### config.mk
export PLATFORM = sky130hd
export DESIGN_NAME = rf_write_arbiter
export DESIGN_NICKNAME = d
export VERILOG_FILES = /design/src/rtl/rf_write_arbiter.sv
export SDC_FILE = /design/constraint.sdc
export NUM_CORES = 1
export LEC_CHECK = 0
export CAP_MARGIN = 20
export CORE_ASPECT_RATIO = 1.1
export CORE_MARGIN = 2
export CORE_UTILIZATION = 40
export DETAILED_ROUTE_END_ITERATION = 7
export PLACE_DENSITY_LB_ADDON = 0.05
export RECOVER_POWER = 100
export SETUP_SLACK_MARGIN = 0.2
export SYNTH_ARGS = -nofsm -noshare
export SYNTH_HDL_FRONTEND = slang
export SYNTH_SLANG_ARGS = --single-unit
### constraint.sdc
create_clock -name clk -period 1.84 [get_ports clk]
set_clock_uncertainty 0.05 [all_clocks]
set_input_delay 0.368 -clock clk [delete_from_list [all_inputs] [get_ports clk]]
set_output_delay 0.368 -clock clk [all_outputs]
set_load 0.02 [all_outputs]
### src/rtl/rf_write_arbiter.sv
// Two-port register-file write arbiter: each writeback port owns a one-entry
// buffer, and a round-robin grant drains one buffer per cycle into the RF write port.
module rf_write_arbiter #(
  parameter int N = 32
) (
  input  logic         clk,
  input  logic         reset,
  input  logic         req0_valid_i,
  input  logic [4:0]   req0_addr_i,
  input  logic [N-1:0] req0_data_i,
  output logic         req0_ready_o,
  input  logic         req1_valid_i,
  input  logic [4:0]   req1_addr_i,
  input  logic [N-1:0] req1_data_i,
  output logic         req1_ready_o,
  output logic         Reg_Write_o,
  output logic [4:0]   Write_Register_o,
  output logic [N-1:0] Write_Data_o,
  output logic [31:0]  busy_mask_o
);

  // Handshake: a request transfers on a rising edge where valid_i && ready_o.
  // ready_o never depends on valid_i; it is high when the buffer is empty or
  // is being drained this cycle, so a granted buffer can refill on the same edge.

  logic         v0_q, v0_d, v1_q, v1_d;
  logic [4:0]   a0_q, a0_d, a1_q, a1_d;
  logic [N-1:0] d0_q, d0_d, d1_q, d1_d;
  logic         last_q, last_d;  // 1: port 1 was granted last
  logic         reg_write_q, reg_write_d;
  logic [4:0]   wr_reg_q, wr_reg_d;
  logic [N-1:0] wr_data_q, wr_data_d;
  logic [31:0]  busy_q, busy_d;

  logic         gnt0, gnt1, any_gnt, hs0, hs1;
  logic [4:0]   g_addr;
  logic [N-1:0] g_data;

  always_comb begin
    gnt0    = v0_q & (~v1_q | last_q);
    gnt1    = v1_q & (~v0_q | ~last_q);
    any_gnt = gnt0 | gnt1;

    req0_ready_o = reset & (~v0_q | gnt0);
    req1_ready_o = reset & (~v1_q | gnt1);
    hs0 = req0_valid_i & req0_ready_o;
    hs1 = req1_valid_i & req1_ready_o;

    v0_d = hs0 | (v0_q & ~gnt0);
    v1_d = hs1 | (v1_q & ~gnt1);
    a0_d = hs0 ? req0_addr_i : a0_q;
    d0_d = hs0 ? req0_data_i : d0_q;
    a1_d = hs1 ? req1_addr_i : a1_q;
    d1_d = hs1 ? req1_data_i : d1_q;

    last_d = last_q;
    if (gnt1)      last_d = 1'b1;
    else if (gnt0) last_d = 1'b0;

    g_addr = gnt1 ? a1_q : a0_q;
    g_data = gnt1 ? d1_q : d0_q;

    // Writes to r0 are consumed but never enabled.
    reg_write_d = any_gnt & (g_addr != 5'd0);
    wr_reg_d    = any_gnt ? g_addr : wr_reg_q;
    wr_data_d   = any_gnt ? g_data : wr_data_q;

    busy_d = '0;
    if (v0_d) busy_d[a0_d] = 1'b1;
    if (v1_d) busy_d[a1_d] = 1'b1;
    busy_d[0] = 1'b0;
  end

  always_ff @(posedge clk or negedge reset) begin
    if (!reset) begin
      v0_q        <= 1'b0;
      v1_q        <= 1'b0;
      a0_q        <= '0;
      a1_q        <= '0;
      d0_q        <= '0;
      d1_q        <= '0;
      last_q      <= 1'b1;
      reg_write_q <= 1'b0;
      wr_reg_q    <= '0;
      wr_data_q   <= '0;
      busy_q      <= '0;
    end else begin
      v0_q        <= v0_d;
      v1_q        <= v1_d;
      a0_q        <= a0_d;
      a1_q        <= a1_d;
      d0_q        <= d0_d;
      d1_q        <= d1_d;
      last_q      <= last_d;
      reg_write_q <= reg_write_d;
      wr_reg_q    <= wr_reg_d;
      wr_data_q   <= wr_data_d;
      busy_q      <= busy_d;
    end
  end

  assign Reg_Write_o      = reg_write_q;
  assign Write_Register_o = wr_reg_q;
  assign Write_Data_o     = wr_data_q;
  assign busy_mask_o      = busy_q;

endmodule

==> results.cfg <==
[outcome]
status = finished with violations
violations = negative setup slack

[drt]
vias = 4987
drt_first_iter_violations = 357
wl_mm = 17.4
routedWlPerCell_um = 17.7
route.detailed.drc = 0
drtPass1Iterations = 4
via_per_inst = 5.07
postRouteAntennaNets = 0

[synthesis]
synth_edf_count = 0
synthDistinctLibCells = 46
synth_area_leaders = dfrtp_1 57%, nand2_1 7.2%, mux2i_1 6.4%, mux2_2 4.4%, mux2_4 4.0%
synth_cells = 581
ys_seq_elements = 146
async_reset_ff_share_pct = 100
synth_nets = 659
synth.top_cell.area_share_pct = 56.7
syn_area_mm2 = 0.00640
ys.flop_type = dfrtp_1
yosysWarnings = 0
synth-seq-area-share_pct = 57.1
yosys.area.top_type = dfrtp_1
syn_avg_cell_area_um2 = 11.0

[layout]
multi_input_area_mm2 = 0.00275
layout_commonest_cell = dfrtp_1
drive_above_1_share_pct = 21.9
fin_area_mm2 = 0.00936
seqCellArea_mm2 = 0.00366
layout_common_cells = 143 x dfrtp_1, 121 x nand2_1, 76 x clkdlybuf4s50_1
syn_to_final_growth_pct = 46.3
nNetsFinal = 849
antenna-diode-count = 0
fillers = 1361

[global_route]
grt_overflow = 0
grt_max_degree = 73
antenna_found_initial = 0
grt_pass1_vias = 5095
grt_pass1_wl_mm = 27.2
gr-usage-all-layers_pct = 20.6

[timing]
setup_tns_ps = -77.5
rsz0062_at_grt = yes
setup_ws_ps = -43.8
fin_crit_ps = 1880
hold_viol_final = 0
finalMaxSlewViolations = 0
max_freq_mhz = 531
setup_viol = 2
slew_headroom_pct = 39.6
tightest_slew_ps = 905
fin_crit_sh_pct = 102

[clock_network]
cts.sinks = 146
root_buffer = clkbuf_16
numCtsBuffers = 17
tritoncts = yes
cts_buffer_depth = 2
insertion_delay_ps = 420
htree_levels = 4
clk_pin_slew_ps = 60

[critical_path]
rr_worst_depth = 4
cp_num_buf_inv = 0
required_ps = 2120
cp_max_fo = 10
path_class = reg -> reg
crit_chain = and3b_2, nor4b_1, a21oi_1, o22ai_1
end_kind = register
worstPathArrival_ps = 2160
worst_path_largest_cell_delay_ps = 570
crit_family = simple AND/OR/NAND/NOR gates
crit_path_top_delay_cell = dfstp_2
startpoint_type = register
crit_cells = 4

[min_path]
hold_class = in -> async

[placement]
dpl_cell_area_mm2 = 0.00835
gp_congestion = 0.897
port_buffers = 148
hpwlAfterDp_mm = 11.4

[floorplanning]
start_util_pct = 40.8
rows = 48
die_w_um = 125
coreArea_mm2 = 0.0157
fp.dieH_um = 137
dieArea_mm2 = 0.0170
ios = 150

[run]
cap_viol_max_count = 0

[power]
peakVddDrop_mv = 0.600
power_density_mw_per_mm2 = 1060
power_leakage_uw = 0.00439
cell usage after synthesis (2+ instances only):
cell type / count
nor4_1: 3
a21oi_1: 36
mux2_2: 25
nor4b_1: 4
nor2b_1: 4
o22ai_1: 35
and3b_1: 2
o21ai_0: 4
and4b_1: 2
nor3b_1: 6
nand3_1: 3
dfrtp_1: 145
and2_1: 2
mux2i_1: 41
clkbuf_1: 11
nor2_1: 48
buf_4: 5
a31oi_1: 4
nand2_1: 123
nand3_2: 2
nand2b_1: 2
nand4_1: 2
inv_1: 5
buf_2: 13
buf_1: 5
nand3b_1: 4
mux2_4: 17
a32oi_2: 2
nor3_1: 6
buf_6: 4
area by class of cell:
class | count | share of cell area, %
Clock buffer | 23 | 4.89
Clock inverter | 9 | 1.66
Inverter | 5 | 0.200
Multi-Input combinational cell | 392 | 29.4
Sequential cell | 146 | 39.1
Tap cell | 200 | 2.67
Timing Repair Buffer | 209 | 22.1
metrics by stage:
| step | hold slack, ps | util, % | std cells | total power [uW] | setup WS (ps) |
|---|---|---|---|---|---|
| global route | 70.9 | 59.7 | 984 | 10400 | -131 |
| floorplan | 22.4 | - | 581 | 5260 | 176 |
| finish | 36.0 | 59.7 | 984 | 9920 | -43.8 |
| CTS | 9.67 | 58.3 | 979 | 9950 | -4.75 |
| detailed placement | 133 | 53.3 | 934 | 6370 | -198 |
| global placement | 136 | 53.3 | 934 | 6320 | -171 |
where the power goes:
part | internal [uW] | leakage (uW) | switching, uW
Combinational | 1100 | 0.00230 | 1170
Clock | 2310 | 0.000295 | 1290
Sequential | 3710 | 0.00180 | 341
Total | 7110 | 0.00439 | 2810
state kept, by name (all words and copies together), names as in the netlist:
signal            cells
Write_Data_o         32
d0_q                 32
d1_q                 32
busy_mask_o          31
Write_Register_o      5
a0_q                  5
a1_q                  5
Reg_Write_o           1
last_q                1
v0_q                  1
v1_q                  1
timing repair:
action,in CTS,in global routing
setup buffers,9,3
cloned,3,2
hold buffers,1,0
endpoints found under the hold margin,1,0
gates resized for setup,111,36
setup endpoints to repair,167,138
pin swaps,4,6
worst paths after layout:
check / slack (ps) / from / to
min in group clk: 420 / req0_data_i[19] / d0_q[19]$_DFFE_PN0N_
min reg2reg: 420 / d0_q[19]$_DFFE_PN0N_ / d0_q[19]$_DFFE_PN0N_
max reg2reg: -40 / last_q$_DFFE_PN1P_ / busy_mask_o[9]$_DFF_PN0_
max in group asynchronous: 900 / reset / Write_Data_o[10]$_DFFE_PN0P_
max: -40 / last_q$_DFFE_PN1P_ / busy_mask_o[9]$_DFF_PN0_
min: 40 / reset / busy_mask_o[21]$_DFF_PN0_
routing by layer:
metal	share of wire [%]	track usage, %
met5	0	0
met4	1.1	6.80
met3	5.9	5.51
met2	50	34.4
met1	43	26.3
logic make-up (layout without fill, tap and decap cells):
family	after synthesis	after routing	share of synthesized area, %
simple gates	219	220	15.6
flops	146	146	57.1
compound gates	88	88	8.66
mux	83	83	14.8
buf+inv	44	246	3.77
other cells	1	1	0.0586
No activity file was read; power rests on OpenSTA's default activity.
